### config.mk
export PLATFORM = sky130hd
export DESIGN_NAME = demux_1_4_buf
export DESIGN_NICKNAME = d
export VERILOG_FILES = /design/src/rtl/demux_pkg.sv /design/src/rtl/demux_1_4_buf_lane.sv /design/src/rtl/demux_1_4_buf.sv
export SDC_FILE = /design/constraint.sdc
export NUM_CORES = 1
export LEC_CHECK = 0
export CORE_MARGIN = 2
export CORE_UTILIZATION = 41
export DETAILED_ROUTE_END_ITERATION = 16
export PLACE_DENSITY_LB_ADDON = 0.08
export SKIP_LAST_GASP = 1
export SLEW_MARGIN = 20
export SYNTH_ARGS = -nofsm -noshare
export SYNTH_HDL_FRONTEND = slang
export SYNTH_HIERARCHICAL = 1
export SYNTH_SLANG_ARGS = --single-unit
### constraint.sdc
create_clock -name clk -period 1.7 [get_ports clk]
set_input_delay 0.34 -clock clk [delete_from_list [all_inputs] [get_ports clk]]
set_output_delay 0.34 -clock clk [all_outputs]
set_load 0.02 [all_outputs]
### src/rtl/demux_pkg.sv
// Shared definitions for the buffered 1-to-4 demultiplexer.
// Optional feature macro used by the top: DEMUX_STALL_CNT_EN.
package demux_pkg;

    localparam int LANES = 4;
    localparam int SEL_W = 2;

    // Lane index / round-robin pointer
    typedef logic [SEL_W-1:0] lane_idx_t;

    // Saturating stall counter
    typedef logic [7:0] stall_cnt_t;

    localparam stall_cnt_t STALL_MAX = 8'hFF;

endpackage

### src/rtl/demux_1_4_buf_lane.sv
// Single output lane: data register plus occupancy flag.
// EMPTY -> FULL on write, FULL -> EMPTY on ack without write,
// FULL -> FULL on write+ack. Data is held (not cleared) on ack.
module demux_lane_reg
    import demux_pkg::*;
#(
    parameter int WIDTH = 1
) (
    input  logic             clk,
    input  logic             rst_n,
    input  logic             wr,
    input  logic             ack,
    input  logic [WIDTH-1:0] d,
    output logic [WIDTH-1:0] q,
    output logic             valid
);

    // Lane storage: a write wins over an ack, so write+ack keeps the lane full
    always_ff @(posedge clk or negedge rst_n) begin
        if (!rst_n) begin
            q     <= '0;
            valid <= 1'b0;
        end else if (wr) begin
            q     <= d;
            valid <= 1'b1;
        end else if (ack) begin
            valid <= 1'b0;
        end
    end

endmodule

### src/rtl/demux_1_4_buf.sv
// Buffered 1-to-4 demultiplexer with explicit or round-robin lane selection
// and per-lane ack-based backpressure.
// Optional feature: define DEMUX_STALL_CNT_EN to add a saturating stall
// counter (stall_cnt output, stall_clr input).
module demux_1_4_buf
    import demux_pkg::*;
#(
    parameter int WIDTH = 1,
    parameter int LANES = demux_pkg::LANES
) (
    input  logic                   clk,
    input  logic                   rst_n,
    input  logic [WIDTH-1:0]       I,
    input  logic                   in_valid,
    output logic                   in_ready,
    input  logic [SEL_W-1:0]       S,
    input  logic                   auto_mode,
    output logic [LANES*WIDTH-1:0] Y,
    output logic [LANES-1:0]       lane_valid,
    input  logic [LANES-1:0]       lane_ack,
`ifdef DEMUX_STALL_CNT_EN
    input  logic                   stall_clr,
    output logic [7:0]             stall_cnt,
`endif
    output logic [SEL_W-1:0]       ptr
);

    lane_idx_t        tgt;
    lane_idx_t        rr_ptr;
    logic             accept;
    logic [LANES-1:0] wr;

    // Target lane, ready and per-lane write strobes; a lane acked this cycle is writable
    always_comb begin
        wr       = '0;
        tgt      = auto_mode ? rr_ptr : lane_idx_t'(S);
        in_ready = ~lane_valid[tgt] | lane_ack[tgt];
        accept   = in_valid & in_ready;
        if (accept) begin
            wr[tgt] = 1'b1;
        end
    end

    // Round-robin pointer advances only on accepts made in auto mode
    always_ff @(posedge clk or negedge rst_n) begin
        if (!rst_n) begin
            rr_ptr <= '0;
        end else if (accept && auto_mode) begin
            rr_ptr <= rr_ptr + 2'd1;
        end
    end

    assign ptr = rr_ptr;

    for (genvar gi = 0; gi < LANES; gi++) begin : g_lane
        demux_lane_reg #(
            .WIDTH (WIDTH)
        ) u_lane (
            .clk   (clk),
            .rst_n (rst_n),
            .wr    (wr[gi]),
            .ack   (lane_ack[gi]),
            .d     (I),
            .q     (Y[gi*WIDTH +: WIDTH]),
            .valid (lane_valid[gi])
        );
    end

`ifdef DEMUX_STALL_CNT_EN
    stall_cnt_t stall_q;

    // Saturating count of cycles where the source is blocked; clear beats increment
    always_ff @(posedge clk or negedge rst_n) begin
        if (!rst_n) begin
            stall_q <= '0;
        end else if (stall_clr) begin
            stall_q <= '0;
        end else if (in_valid && !in_ready && (stall_q != STALL_MAX)) begin
            stall_q <= stall_q + 8'd1;
        end
    end

    assign stall_cnt = stall_q;
`endif

endmodule

# Yosys cells after proc, flatten, opt, wreduce, memory -nomap -nowiden
# Cells that the tools add are included.
# W data, S select, Z words.
[word_totals] mem_count=0 mem_bits_rw=0 rom_bits=0 regBits=10 output_inout_bits=11 input_bits=11 elab_cells=37 latchBits=0
[classes] bitwise=3 reduce_logical=6 n_shift=0 eq_ne=0 mux=16 div=0 order_cmp=2 mul=0 n_addsub=1
[op_table] operator="$mux W1" count=11
[op_table] operator="$reduce_bool A2 Y1" count=4
[op_table] operator="$bmux W1 S2" count=2
[op_table] operator="$mux W4" count=1
[op_table] operator="$lt A2 B3 Y1 const B" count=1
[op_table] operator="$add A2 B1 Y2 const B" count=1
[op_table] operator="$demux W1 S2" count=1
[op_table] operator="$ge A2 B1 Y1 const B" count=1
[op_table] operator="$logic_and A1 B1 Y1" count=2
[op_table] operator="$mux W2" count=1
[op_table] operator="$and A1 B1 Y1" count=1
[op_table] operator="$not A1 Y1" count=1
[op_table] operator="$or A1 B1 Y1" count=1

# Logic depth before layout (Yosys ltp)
# Gate-level depths: netlist of run 1.
[depth] word_depth=8 ltp_mapped=4 depth_no_buf=4

# Cells and area by module
# The synthesis of run 1 kept the hierarchy.
[modules_own_cells] module="demux_lane_reg" instances=4 cells_each=5 seq_area_each_um2=50.0 area_per_inst_um2=77.6
[modules_own_cells] module="demux_1_4_buf" instances=1 cells_each=32 seq_area_each_um2=50.0 area_per_inst_um2=252.7

# Worst setup path before layout of run 1
# No wires, ideal clock.
[synth_timing] path_kind="reg2out" start="reg rr_ptr[1], in the netlist ptr[1]" end="out in_ready" required_ns=1.360 t_arrival_ns=1.526 stages_incl_launch_ff=4 n_path_buf=0 path_slack_ns=-0.166 path_cell_list="dfrtp_1 > mux2i_2 > mux2_1 > mux2i_1"
[synth_via] elab_chain_cells=5 elab_cells_between_ends=7 cone_classes="mux: 5; bitwise: 2"
[synth_rtl] element="start, declared" line="demux_1_4_buf.sv:29" text="lane_idx_t rr_ptr;"
[synth_rtl] element="start signal, assigned" line="demux_1_4_buf.sv:49" text="rr_ptr <= rr_ptr + 2'd1;"
[synth_rtl] element="$mux W2 (*)" line="demux_1_4_buf.sv:36" text="tgt = auto_mode ? rr_ptr : lane_idx_t'(S);"
[synth_rtl] element="$bmux W1 S2" line="demux_1_4_buf.sv:37" text="in_ready = ~lane_valid[tgt] | lane_ack[tgt];"
[synth_rtl] element="$mux W1 (not written as such)" line="demux_1_4_buf.sv:37"
[synth_rtl] element="$not A1 Y1" line="demux_1_4_buf.sv:37"
[synth_rtl] element="$or A1 B1 Y1 (*)" line="demux_1_4_buf.sv:37"
[synth_rtl] element="end, declared" line="demux_1_4_buf.sv:15" text="output logic in_ready,"
# Mark *: on every way between the ends. The rest lies on a longest branch, timed or not. The select of a mux whose other input is x is not followed.

# Worst setup path in the final report of run 1
# Same ends and word-level chain as after synthesis.

==> impl_metrics.tcl, run 1 <==
set metrics [dict create \
    detail_route.first_pass.iterations 4 \
    worstSetupPathType "register to output port" \
    synth-seq-cells 10 \
    max_cap_viol_count 0 \
    finalHoldViolations 0 \
    finish.net_count 110 \
    cts_buffers 3 \
    synthTopCellsByArea "dfrtp_1 44%, mux2_4 11%, a21o_2 6.2%" \
    final-setup-viol-count 1 \
    insertion_delay_ns 0.27 \
    dp_hpwl_um 1170 \
    routed_via_density 5.05 \
    netlist_area_um2 563 \
    gp_routability_congestion 0.773 \
    synth_fp_nets 63 \
    worst_slew_pin_slew_ns 0.461 \
    final_layout_size_suffix_gt1_share_pct 40.8 \
    drt.antenna.violating_nets 0 \
    placeableCoreArea_um2 1280 \
    critPathLaunchType "register" \
    slew-limit-headroom_pct 69.1 \
    setup.worst_path.end_class "output port" \
    floorplan.die.height_um 41.1 \
    drt-initial-drc-count 6 \
    clock_skew_ns 0.00458 \
    power.density_nw_per_um2 1440 \
    share_of_flip_flops_with_an_asynchronous_set_or_reset_after_synthesis_pct 100 \
    grt_start_max_net_pins 11 \
    grt_antenna_before_repair 0 \
    post_synth_inst_count 52 \
    cp.arrival_ns 1.49 \
    synth_edf_count 0 \
    layout_setup_ws_ns -0.128 \
    final_cells 113 \
    cts_max_level 1 \
    failing_checks "negative setup slack" \
    grt_first_pass_wirelength_um 2250 \
    io-pin-count 22 \
    worstPathMaxFanout 2 \
    rsz0062_at_grt "true" \
    numPlacedInstances 108 \
    final_routed_wirelength_um 1570 \
    fmax_mhz 547 \
    grtUsageTotal_pct 22.0 \
    synth_cell_type_count 18 \
    yosysTopAreaCellShare_pct 44.4 \
    synth_most_common_cell "dfrtp_1" \
    floorplan.die_area_um2 1690 \
    placedInstanceArea_um2 963 \
    holdWs_ns 0.388 \
    start_util_pct 43.8 \
    ys_top_cells_by_count "10 x dfrtp_1, 5 x inv_1" \
    cts_tree "yes" \
    die_width_um 41.1 \
    ys.warnings.count 6 \
    vdd.ir_drop.worst_mv 1.02 \
    layout_worst_path_cycle_share_pct 108 \
    io_buffer_count 21 \
    clock-root-buffer "clkbuf_4" \
    num_vias 571 \
    clkSlewWorstSetupHoldPaths_ns 0.07 \
    p_leak_nw 0.555 \
    finalMaxSlewViolations 0 \
    grt.overflow.total 0 \
    hold_path.class "primary input to async pin" \
    avgSynthCellArea_um2 10.8 \
    outcome "finished with violations" \
    wl_per_cell_um 13.8 \
    required_ns 1.36 \
    areaGrowthSynthToFinish_pct 85.8 \
    setup_tns_ns -0.128 \
    final_cell_area_um2 1050 \
    ys_dominant_reg_cell "dfrtp_1" \
    synth-seq-area-share_pct 44.4 \
    antennaDiodeCount 0 \
    first_global_vias 510 \
    cts_max_path_buffers 2 \
    final.min_clock_period_ns 1.83 \
    num_rows 13 \
    synth_top_cell_by_area "dfrtp_1" \
    preCtsSetupSlack_ns -0.936 \
    drt_drc_violations_left 0 \
    number_of_sinks_on_the_clock_net 10 \
]
-- kinds of logic after synthesis --
group / synth area share, %
AO/OA/AOI/OAI: 8.67
flip-flops: 44.4
multiplexers: 22.4
buffers and inverters: 3.33
AND/OR/NAND/NOR: 21.1
-- timing repair --
action / 4_1_cts / 5_1_grt
gates resized for setup: 15 / 6
setup endpoints to repair: 9 / 7
buffers inserted: 1 / 0
hold buffers: 0 / 0
-- layout by cell type, fill, tap and decap left out, drive strengths merged --
cell type      instances
buf                   22
clkdlybuf4s50         13
dfrtp                 10
mux2                   6
inv                    5
nand2b                 4
nand2                  4
a21o                   4
dlymetal6s2s           4
mux2i                  4
clkbuf                 4
nand3b                 3
nor3                   3
nor2b                  2
nor2                   2
dlygate4sd2            2
nor4b                  1
o21ai                  1
nor3b                  1
nand3                  1
o32ai                  1
clkdlybuf4s15          1
-- where the power goes --
group	internal (W)	leakage, nW	switching (W)
clock	0.000130	0.0210	0.0000827
combinational	0.000504	0.410	0.000390
sequential	0.000337	0.124	0.0000646
total	0.000970	0.555	0.000537
-- cell type report --
type	instances	area (um2)
Clock buffer	4	36.3
Fill cell	81	239
Inverter	5	18.8
Multi-Input combinational cell	37	342
Sequential cell	10	250
Tap cell	15	18.8
Timing Repair Buffer	42	380
-- flip-flops by register name, indices dropped and copies added (netlist names) --
register,cells
g_lane.u_lane/q,4
g_lane.u_lane/valid,4
ptr,2
-- path summary, 6_finish.rpt --
check	endpoint	from	slack, ns	depth (start not counted)
setup / recovery	in_ready	ptr[1]$_DFFE_PN0P_	-0.13	4
hold / removal	ptr[0]$_DFFE_PN0P_	rst_n	0.39	1
setup reg to reg	g_lane[2].u_lane/q$_DFFE_PN0P_	ptr[1]$_DFFE_PN0P_	0.07	6
hold reg to reg	g_lane[3].u_lane/q$_DFFE_PN0P_	g_lane[3].u_lane/q$_DFFE_PN0P_	0.51	1
max in group asynchronous	g_lane[2].u_lane/valid$_DFFE_PN0P_	rst_n	0.99	1
min in group clk	g_lane[3].u_lane/q$_DFFE_PN0P_	g_lane[3].u_lane/q$_DFFE_PN0P_	0.51	1
-- layer usage --
layer	up-vias	global-route usage, %	routed length [um]
met5	-	0	0
met4	0	10.0	9
met3	2	7.07	120
met2	27	41.0	853
met1	269	21.4	582
li1	273	-	-
-- worst max-delay path: stages (launching register included) --
cell and delay, ns:
dfrtp_1 0.41, mux2i_4 0.19, mux2_4 0.34, mux2i_4 0.14, buf_6 0.13
-- stage by stage --
step | util, % | total power (W)
floorplan | - | 0.000809
detailed placement | 75.0 | 0.00126
CTS | 79.8 | 0.00152
global route | 81.4 | 0.00158
finish | 81.4 | 0.00151
global placement | 75.0 | 0.00124
Power figures use the tool's default switching activity.
==> run 2, diff against run 1 <==
- TNS_END_PERCENT: unset -> 30
- clock period: 1.7 -> 1.9 ns (I/O delays scaled with it)
==> run 2 against run 1 <==
Compared with the run above:
- the flow still finishes with violations (negative setup slack)
- combinational power down 17%
- worst hold slack improved by 0.038 ns
- register-to-register slack improved by 0.04 ns
- die area unchanged
- power is 14% lower
- non-clock buffer count decreased by 3
- setup slack improved by 0.11 ns
- global-route usage down 0.86 points
- clock power is 7% lower
- critical endpoint unchanged
- largest cell class unchanged
- largest power group unchanged
==> impl_metrics.tcl, run 2 (synthesis results as in run 1) <==
set metrics [dict create \
    final.min_clock_period_ns 1.91 \
    number_of_sinks_on_the_clock_net 10 \
    preCtsSetupSlack_ns -0.735 \
    final_cell_area_um2 980 \
    finalHoldViolations 0 \
    cts_max_level 1 \
    grt_first_pass_wirelength_um 2100 \
    detail_route.first_pass.iterations 4 \
    placeableCoreArea_um2 1280 \
    failing_checks "negative setup slack" \
    worst_slew_pin_slew_ns 0.473 \
    finalMaxSlewViolations 0 \
    areaGrowthSynthToFinish_pct 74.0 \
    vdd.ir_drop.worst_mv 0.788 \
    required_ns 1.52 \
    cts_hold_buf 0 \
    num_rows 13 \
    cts_buffers 3 \
    layout_worst_path_cycle_share_pct 101 \
    setup.worst_path.end_class "output port" \
    final_routed_wirelength_um 1360 \
    fmax_mhz 523 \
    cts_tree "yes" \
    num_vias 539 \
    grt.overflow.total 0 \
    floorplan.die.height_um 41.1 \
    rsz0062_at_grt "true" \
    dp_hpwl_um 1050 \
    finish.net_count 107 \
    wl_per_cell_um 12.4 \
    outcome "finished with violations" \
    power.density_nw_per_um2 1320 \
    cts_max_path_buffers 2 \
    io-pin-count 22 \
    worstPathMaxFanout 2 \
    drt.antenna.violating_nets 0 \
    final_layout_size_suffix_gt1_share_pct 36.8 \
    grtUsageTotal_pct 21.1 \
    final_common_cell "buf_4" \
    drt_drc_violations_left 0 \
    floorplan.die_area_um2 1690 \
    placedInstanceArea_um2 916 \
    routed_via_density 4.90 \
    most-common-layout-cells "19 x buf_4, 18 x clkdlybuf4s50_1, 10 x dfrtp_1" \
    layout_setup_ws_ns -0.0136 \
    insertion_delay_ns 0.27 \
    first_global_vias 475 \
    slew-limit-headroom_pct 68.4 \
    cp.arrival_ns 1.53 \
    critPathLaunchType "register" \
    hold_path.class "primary input to async pin" \
    die_width_um 41.1 \
    worstSetupPathType "register to output port" \
    final-setup-viol-count 1 \
    clock_skew_ns 0.00213 \
    clock-root-buffer "clkbuf_4" \
    final.fill_count 99 \
    io_buffer_count 21 \
    p_leak_nw 0.472 \
    grt_start_max_net_pins 11 \
    antennaDiodeCount 0 \
    grt_antenna_before_repair 0 \
    drt-initial-drc-count 9 \
    gp_routability_congestion 0.680 \
    start_util_pct 43.8 \
    clkSlewWorstSetupHoldPaths_ns 0.07 \
    max_cap_viol_count 0 \
]
==> run 2: layout make-up <==
class,instances,area [um2],share of cell area (%)
clock buffers,4,36.3,3.70
flip-flops and latches,10,250,25.5
multi-input cells,37,314,32.1
well taps,15,18.8,1.92
repair buffers,39,342,34.9
inverters,5,18.8,1.92
==> run 2: final timing paths <==
kind | startpoint | end | slack [ns] | cells past startpoint
max in group asynchronous | rst_n | g_lane[0].u_lane/valid$_DFFE_PN0P_ | 1.15 | 1
min reg2reg | g_lane[3].u_lane/q$_DFFE_PN0P_ | g_lane[3].u_lane/q$_DFFE_PN0P_ | 0.51 | 1
min in group clk | g_lane[3].u_lane/q$_DFFE_PN0P_ | g_lane[3].u_lane/q$_DFFE_PN0P_ | 0.51 | 1
max reg2reg | ptr[1]$_DFFE_PN0P_ | g_lane[1].u_lane/q$_DFFE_PN0P_ | 0.11 | 7
max | ptr[1]$_DFFE_PN0P_ | in_ready | -0.01 | 5
min | rst_n | ptr[1]$_DFFE_PN0P_ | 0.43 | 1
==> run 2: worst max-delay path, cell delays in order, from the launching register on <==
cell,delay (ns)
dfrtp_1,0.40
mux2i_2,0.21
buf_4,0.18
mux2i_4,0.23
mux2i_2,0.08
buf_4,0.16
==> run 2: metrics by stage <==
stage	utilization (%)	hold slack (ns)	instances	setup TNS [ns]	total power, W
floorplan	-	0.0844	52	0	0.000705
global placement	71.3	0.492	104	-2.11	0.00106
detailed placement	71.3	0.493	104	-2.02	0.00107
CTS	75.5	0.436	110	-0.0230	0.00130
global route	76.2	0.464	110	-0.137	0.00138
finish	76.2	0.426	110	-0.0136	0.00130
==> run 2: metal layers <==
metal	vias to the layer above	global-route usage, %	wire (um)
met5	-	0	0
met4	0	15.0	32
met3	4	6.52	76
met2	15	31.3	689
met1	251	25.6	562
li1	269	-	-
==> run 2: timing repair <==
action | CTS | global route
buffers inserted | 2 | 0
setup endpoints to repair | 1 | 3
gates resized for setup | 9 | 2
==> run 2: where the power goes <==
| part | internal [W] | leakage, nW | switching (W) |
|---|---|---|---|
| sequential | 0.000301 | 0.124 | 0.0000520 |
| combinational | 0.000428 | 0.326 | 0.000318 |
| clock | 0.000117 | 0.0210 | 0.0000828 |
